[config.mk]
export PLATFORM = sky130hd
export DESIGN_NAME = vx_csr_access_arb
export DESIGN_NICKNAME = d
export VERILOG_FILES = /design/src/rtl/vx_csr_access_arb_pkg.sv /design/src/rtl/vx_csr_access_arb_rr.sv /design/src/rtl/vx_csr_access_arb.sv
export SDC_FILE = /design/constraint.sdc
export NUM_CORES = 1
export LEC_CHECK = 0
export ABC_AREA = 1
export CORE_AREA = 3 3 168 170
export CTS_CLUSTER_DIAMETER = 120
export DETAILED_ROUTE_END_ITERATION = 8
export DIE_AREA = 0 0 171 173
export SYNTH_ARGS = -nofsm -noshare
export SYNTH_HDL_FRONTEND = slang
export SYNTH_SLANG_ARGS = --single-unit
export TNS_END_PERCENT = 100
[constraint.sdc]
create_clock -name clk -period 4.4 [get_ports clk]
set_clock_uncertainty 0.1 [all_clocks]
set_input_delay 0.66 -clock clk [delete_from_list [all_inputs] [get_ports clk]]
set_output_delay 0.66 -clock clk [all_outputs]
set_load 0.02 [all_outputs]
[src/rtl/vx_csr_access_arb_pkg.sv]
// Shared types for the CSR access arbiter: op encodings, FSM states and
// the helper that decides whether an op writes the CSR back.
package vx_csr_access_arb_pkg;

    localparam int CSR_OP_W = 2;

    typedef enum logic [1:0] {
        CSR_OP_NONE = 2'b00,
        CSR_OP_RW   = 2'b01,
        CSR_OP_RS   = 2'b10,
        CSR_OP_RC   = 2'b11
    } csr_op_e;

    typedef enum logic [1:0] {
        ST_IDLE,
        ST_READ,
        ST_WRITE,
        ST_RESP
    } arb_state_e;

    // Set/clear with a zero operand (x0 or zero immediate) must not touch the CSR.
    function automatic logic csrOpWrites(input csr_op_e op, input logic skip);
        case (op)
            CSR_OP_RW:            return 1'b1;
            CSR_OP_RS, CSR_OP_RC: return !skip;
            default:              return 1'b0;
        endcase
    endfunction

endpackage

[src/rtl/vx_csr_access_arb_rr.sv]
// Round-robin selector: the search starts at the pointer, and the pointer
// moves past the winner only when the grant is actually taken.
module vx_csr_access_arb_rr #(
    parameter int NUM_REQS = 2,
    parameter int IDX_W    = 1
) (
    input  logic                clk,
    input  logic                reset,
    input  logic [NUM_REQS-1:0] i_valid,
    input  logic                i_enable,
    output logic [NUM_REQS-1:0] o_grant,
    output logic [IDX_W-1:0]    o_index,
    output logic                o_any
);

    logic [IDX_W-1:0] r_ptr;

    always_comb begin
        int cand;
        cand    = 0;
        o_grant = '0;
        o_index = '0;
        o_any   = 1'b0;
        for (int i = 0; i < NUM_REQS; i++) begin
            cand = int'(r_ptr) + i;
            if (cand >= NUM_REQS) begin
                cand = cand - NUM_REQS;
            end
            if (!o_any && i_valid[cand]) begin
                o_any         = 1'b1;
                o_grant[cand] = 1'b1;
                o_index       = IDX_W'(cand);
            end
        end
    end

    always_ff @(posedge clk) begin
        if (reset) begin
            r_ptr <= '0;
        end else if (i_enable && o_any) begin
            r_ptr <= (o_index == IDX_W'(NUM_REQS - 1)) ? '0 : o_index + 1'b1;
        end
    end

endmodule

[src/rtl/vx_csr_access_arb.sv]
// Serialises CSR read-modify-write requests from several requesters onto one
// CSR port: grant, read, write, respond, with one transaction in flight.
module vx_csr_access_arb
    import vx_csr_access_arb_pkg::*;
#(
    parameter int NUM_REQS   = 2,
    parameter int DATA_WIDTH = 32,
    parameter int ADDR_BITS  = 12,
    parameter int NW_WIDTH   = 2,
    parameter int UUID_WIDTH = 44,
    localparam int IDX_W     = (NUM_REQS > 1) ? $clog2(NUM_REQS) : 1
) (
    input  logic                             clk,
    input  logic                             reset,
    input  logic [NUM_REQS-1:0]              req_valid,
    output logic [NUM_REQS-1:0]              req_ready,
    input  logic [NUM_REQS*CSR_OP_W-1:0]     req_op,
    input  logic [NUM_REQS*ADDR_BITS-1:0]    req_addr,
    input  logic [NUM_REQS*NW_WIDTH-1:0]     req_wid,
    input  logic [NUM_REQS*UUID_WIDTH-1:0]   req_uuid,
    input  logic [NUM_REQS*DATA_WIDTH-1:0]   req_data,
    input  logic [NUM_REQS-1:0]              req_wr_skip,
    output logic                             csr_read_enable,
    output logic [ADDR_BITS-1:0]             csr_read_addr,
    output logic [NW_WIDTH-1:0]              csr_read_wid,
    output logic [UUID_WIDTH-1:0]            csr_read_uuid,
    input  logic [DATA_WIDTH-1:0]            csr_read_data_ro,
    input  logic [DATA_WIDTH-1:0]            csr_read_data_rw,
    output logic                             csr_write_enable,
    output logic [ADDR_BITS-1:0]             csr_write_addr,
    output logic [NW_WIDTH-1:0]              csr_write_wid,
    output logic [UUID_WIDTH-1:0]            csr_write_uuid,
    output logic [DATA_WIDTH-1:0]            csr_write_data,
    output logic                             rsp_valid,
    input  logic                             rsp_ready,
    output logic [IDX_W-1:0]                 rsp_idx,
    output logic [DATA_WIDTH-1:0]            rsp_data
);

    arb_state_e r_state;
    arb_state_e w_stateNext;

    logic [NUM_REQS-1:0]   w_grant;
    logic [IDX_W-1:0]      w_grantIdx;
    logic                  w_grantAny;
    logic                  w_reqFire;

    csr_op_e               r_op;
    logic [ADDR_BITS-1:0]  r_addr;
    logic [NW_WIDTH-1:0]   r_wid;
    logic [UUID_WIDTH-1:0] r_uuid;
    logic [DATA_WIDTH-1:0] r_data;
    logic                  r_skip;
    logic [IDX_W-1:0]      r_idx;
    logic [DATA_WIDTH-1:0] r_old;

    logic [DATA_WIDTH-1:0] w_newValue;
    logic                  w_doWrite;

    assign w_reqFire = (r_state == ST_IDLE) && w_grantAny && !reset;

    vx_csr_access_arb_rr #(
        .NUM_REQS (NUM_REQS),
        .IDX_W    (IDX_W)
    ) u_rr (
        .clk      (clk),
        .reset    (reset),
        .i_valid  (req_valid),
        .i_enable (w_reqFire),
        .o_grant  (w_grant),
        .o_index  (w_grantIdx),
        .o_any    (w_grantAny)
    );

    always_ff @(posedge clk) begin
        if (reset) begin
            r_state <= ST_IDLE;
        end else begin
            r_state <= w_stateNext;
        end
    end

    // Enables are forced low during reset so an aborted transaction never
    // shows a write pulse or response in the cycle reset is applied.
    always_comb begin
        w_stateNext      = r_state;
        req_ready        = '0;
        csr_read_enable  = 1'b0;
        csr_write_enable = 1'b0;
        rsp_valid        = 1'b0;
        case (r_state)
            ST_IDLE: begin
                req_ready = w_grant;
                if (w_grantAny) begin
                    w_stateNext = ST_READ;
                end
            end
            ST_READ: begin
                csr_read_enable = 1'b1;
                w_stateNext     = ST_WRITE;
            end
            ST_WRITE: begin
                csr_write_enable = w_doWrite;
                w_stateNext      = ST_RESP;
            end
            ST_RESP: begin
                rsp_valid = 1'b1;
                if (rsp_ready) begin
                    w_stateNext = ST_IDLE;
                end
            end
            default: w_stateNext = ST_IDLE;
        endcase
        if (reset) begin
            req_ready        = '0;
            csr_read_enable  = 1'b0;
            csr_write_enable = 1'b0;
            rsp_valid        = 1'b0;
        end
    end

    always_ff @(posedge clk) begin
        if (reset) begin
            r_op   <= CSR_OP_NONE;
            r_addr <= '0;
            r_wid  <= '0;
            r_uuid <= '0;
            r_data <= '0;
            r_skip <= 1'b0;
            r_idx  <= '0;
            r_old  <= '0;
        end else begin
            if (w_reqFire) begin
                r_op   <= csr_op_e'(req_op[w_grantIdx*CSR_OP_W +: CSR_OP_W]);
                r_addr <= req_addr[w_grantIdx*ADDR_BITS +: ADDR_BITS];
                r_wid  <= req_wid[w_grantIdx*NW_WIDTH +: NW_WIDTH];
                r_uuid <= req_uuid[w_grantIdx*UUID_WIDTH +: UUID_WIDTH];
                r_data <= req_data[w_grantIdx*DATA_WIDTH +: DATA_WIDTH];
                r_skip <= req_wr_skip[w_grantIdx];
                r_idx  <= w_grantIdx;
            end
            if (r_state == ST_READ) begin
                r_old <= csr_read_data_ro | csr_read_data_rw;
            end
        end
    end

    // Reserved op 00 behaves as a pure read: old value returned, nothing written.
    always_comb begin
        w_newValue = r_old;
        w_doWrite  = csrOpWrites(r_op, r_skip);
        case (r_op)
            CSR_OP_RW: w_newValue = r_data;
            CSR_OP_RS: w_newValue = r_old | r_data;
            CSR_OP_RC: w_newValue = r_old & ~r_data;
            default:   w_newValue = r_old;
        endcase
    end

    assign csr_read_addr  = r_addr;
    assign csr_read_wid   = r_wid;
    assign csr_read_uuid  = r_uuid;
    assign csr_write_addr = r_addr;
    assign csr_write_wid  = r_wid;
    assign csr_write_uuid = r_uuid;
    assign csr_write_data = w_newValue;
    assign rsp_idx        = r_idx;
    assign rsp_data       = r_old;

endmodule

==> summary.txt <==
Global route
  – Gr ovfl total: 0
  – Largest net degree at the start of global routing: 111
  – GRT Total Usage: a little under a fifth
  – Antenna violations before repair: 0
  – First-pass GRT wire length: ~44000 um
  – Vias in the first global route: 7936

Synthesis
  – Number of synthesized flops with an enable pin: 0
  – Synth Cell Area: between 7000 and 8000 sq um
  – #FFs+latches synth: 129
  – Synth Net Count: between 1.5k and 2k
  – Area leader, netlist: dfxtp_1
  – Post-synth top cells: nand2_1, nor2_1, dfxtp_1
  – Library cell with the highest instance count after synthesis: nand2_1
  – Ys Warns: 0
  – Dominant cells by area after synthesis: dfxtp_1, nand2_1, nor2_1, buf_4, o21ai_0
  – Sequential area share after synthesis: a little over a third
  – Asr flop ratio synth: 0%
  – Unique masters post-synth: 19
  – Post-synthesis instance total: ~1.2k
  – Synth Flop Type: dfxtp_1
  – Top-area cell type share of the netlist area: 35.5%
  – Syn avg cell area: 5.85 sq um

Drt
  – First-pass DRT Iterations: 4
  – Post-route DRC: 0
  – Wire per inst: 14.7 um
  – Initial DRC Count: about 370
  – DR vias: between 8k and 9k
  – Post-route ant nets: 0
  – Routed Wire Length: between 20000 and 30000 um
  – Via/cell ratio: between 4 and 5

Cells and area
  – Fillers: between 2k and 3k
  – Area of the multi-input gates: 3540 sq um
  – ANT cells: 0
  – Syn-to-layout area delta: 65.2%
  – Share of layout cells above drive strength 1: around 3%
  – Reg area: around 2600 sq um
  – Final net count: 1845
  – Final Instance Area: between 10000 and 15000 sq um
  – Finished Layout Cells: around 1.9k

Worst setup path
  – Reg2Reg Capture Point: r_data[9]$_SDFFE_PP0P_
  – Crit path DAT: about 2.5 ns
  – Slowest-stage cell, CP: clkdlybuf4s50_1
  – Critical-path cell list: clkdlybuf4s50_1, nor2_1, nand2_1, inv_1, clkdlybuf4s50_1
  – Worst path top cell family by delay: buffers and inverters
  – Worst Setup Start Kind: input port
  – Critical path peak fanout: 4
  – Worst Path Required: between 3 and 4 ns
  – CP most frequent cell: clkdlybuf4s50_1
  – WP depth: 5
  – Reg2Reg Setup Slack: ~2.1 ns
  – Reg2reg path depth: 9
  – Reg-to-Reg Start: r_state[0]$_SDFFE_PP0P_
  – Worst setup EP type: output pin
  – Slowest stage delay, CP: just over 0.6 ns
  – Critical Path Source: reset
  – Buffers and inverters on the worst path: 3
  – Critical Path End: req_ready[1]
  – WS Path Type: in -> out

Timing
  – Fin. Hold Viols: 0
  – Slew @ Worst Pin: between 1 and 1.5 ns
  – Slew Viols, Final: 0
  – Final setup vio count: 0
  – Fin crit share: between 70% and 80%
  – Setup TNS: 0 ns
  – Peak Freq: between 300 and 400 MHz
  – Relative slew slack: between 20% and 30%
  – Setup WS post-layout: roughly 1.1 ns
  – RSZ-0062 raised after global routing: false
  – Fin crit period: ~3.3 ns

Power
  – Reg power frac: 26.4%
  – Pwr Density: 585 nW/um^2
  – Sw power: about 3 mW
  – Logic pwr share: approximately 53%
  – Power Internal: ~4.0 mW
  – Clock share of power: approximately a fifth
  – Switching Share: a little over two fifths
  – Worst VDD drop: 0.292 mV
  – Final Power: 7.03 mW
  – Pleak: 5.52 nW

Job
  – Number of max-cap violations: 0

Die
  – Die area: between 20000 and 30000 sq um
  – Initial Util: about 27%
  – Die Wd: 171 um
  – Io pins: 441
  – Core Area: roughly 27000 sq um
  – Die Height: roughly 170 um
  – # rows: 60

CTS
  – CTS tree: built
  – Resize count post-CTS: 0
  – Setup bufs post-CTS: 0
  – Cts bufs inserted: 17
  – Worst-path clk slew: 0.06 ns
  – H-tree depth: 4
  – CTS Sinks: approximately 130
  – Clk_lat worst skew: around 0.4 ns
  – Hold buffer count at CTS: 0
  – Root buf cell: clkbuf_16
  – Clk buf depth: 2

Place
  – Cell total after placement: between 1.5k and 2k
  – Worst slack at placement: roughly 1.1 ns
  – I/O Buffers: 440
  – Placed Area: approximately 11000 sq um
  – Placer congestion estimate: between 0.7 and 0.8
  – Dpl hpwl: 21000 um

Worst hold path
  – Class of the worst hold path: reg -> reg

Outcome
  – Outcome: completed
-- power by group through the flow --
stage	sequential (mW)	combinational (mW)	clock [mW]
finish	1.85	3.76	1.42
global route	1.91	4.13	1.52
CTS	1.86	3.81	1.46
detailed placement	1.87	3.79	0
global placement	1.87	3.76	0
floorplan	2.12	1.92	0
-- state kept, by name, summed over array words and instances, names as in the netlist --
signal and cells:
r_data 32, csr_read_wid 2, r_skip 1, r_state 2, u_rr.r_ptr 1, csr_read_addr 12, csr_read_uuid 44, r_op 2
rsp_idx 1, rsp_data 32
-- per-layer routing --
layer	up-vias	global-route usage, %	routed length (um)
met4	0	3.86	297
met3	19	4.60	1800
met2	247	33.4	14500
met5	-	0	0
li1	4347	-	-
met1	3666	22.6	12000
-- worst register-to-register path, cell delays in order (launching register included) --
cell	delay, ns
dfxtp_1	0.38
inv_1	0.08
ha_1	0.24
inv_1	0.06
nor2_1	0.09
nand2_8	0.11
buf_4	0.76
nand2_1	0.25
nand2_1	0.11
nor2_1	0.05
-- cell families after synthesis --
group | synth area share, %
compound gates | 7.02
fa+ha+maj | 0.688
buf+inv | 16.2
flops | 35.5
simple gates | 40.6
-- metrics by stage --
| stage | utilization (%) | hold WS [ns] |
|---|---|---|
| finish | 44.7 | 0.370 |
| global route | 44.7 | 0.395 |
| CTS | 44.7 | 0.373 |
| detailed placement | 42.6 | 0.363 |
| global placement | 42.6 | 0.356 |
| floorplan | - | 0.373 |
-- placed cells by master (no fill, tap or decap), types with 2 or more instances in the layout --
cell type and instances:
o21ai_0 95, bufinv_16 2, dfxtp_1 129, clkinvlp_4 6, clkdlybuf4s50_1 440, clkbuf_16 17
nor3_1 32, nand2_1 512, clkinv_2 4, inv_1 103, nor2_1 226, buf_4 11
ha_1 4, a21oi_1 3, nand3_1 3, inv_2 2
-- final cells by class --
type,count,share of cell area [%]
Clock buffer,19,3.69
Multi-Input combinational cell,880,29.4
Inverter,107,3.37
Sequential cell,129,21.5
Tap cell,341,3.55
Clock inverter,13,1.15
Timing Repair Buffer,451,37.3
-- worst min-delay path by stage --
stage | start | to | cells past startpoint
6_report | rsp_idx$_SDFFE_PP0P_ | rsp_idx$_SDFFE_PP0P_ | 2
5_1_grt | rsp_idx$_SDFFE_PP0P_ | rsp_idx$_SDFFE_PP0P_ | 2
4_1_cts | rsp_idx$_SDFFE_PP0P_ | rsp_idx$_SDFFE_PP0P_ | 2
3_5_place_dp | rsp_idx$_SDFFE_PP0P_ | rsp_idx$_SDFFE_PP0P_ | 2
3_3_place_gp | rsp_idx$_SDFFE_PP0P_ | rsp_idx$_SDFFE_PP0P_ | 2
2_1_floorplan | u_rr.r_ptr$_SDFFE_PP0P_ | u_rr.r_ptr$_SDFFE_PP0P_ | 2
(Power assumes the default switching activity.)
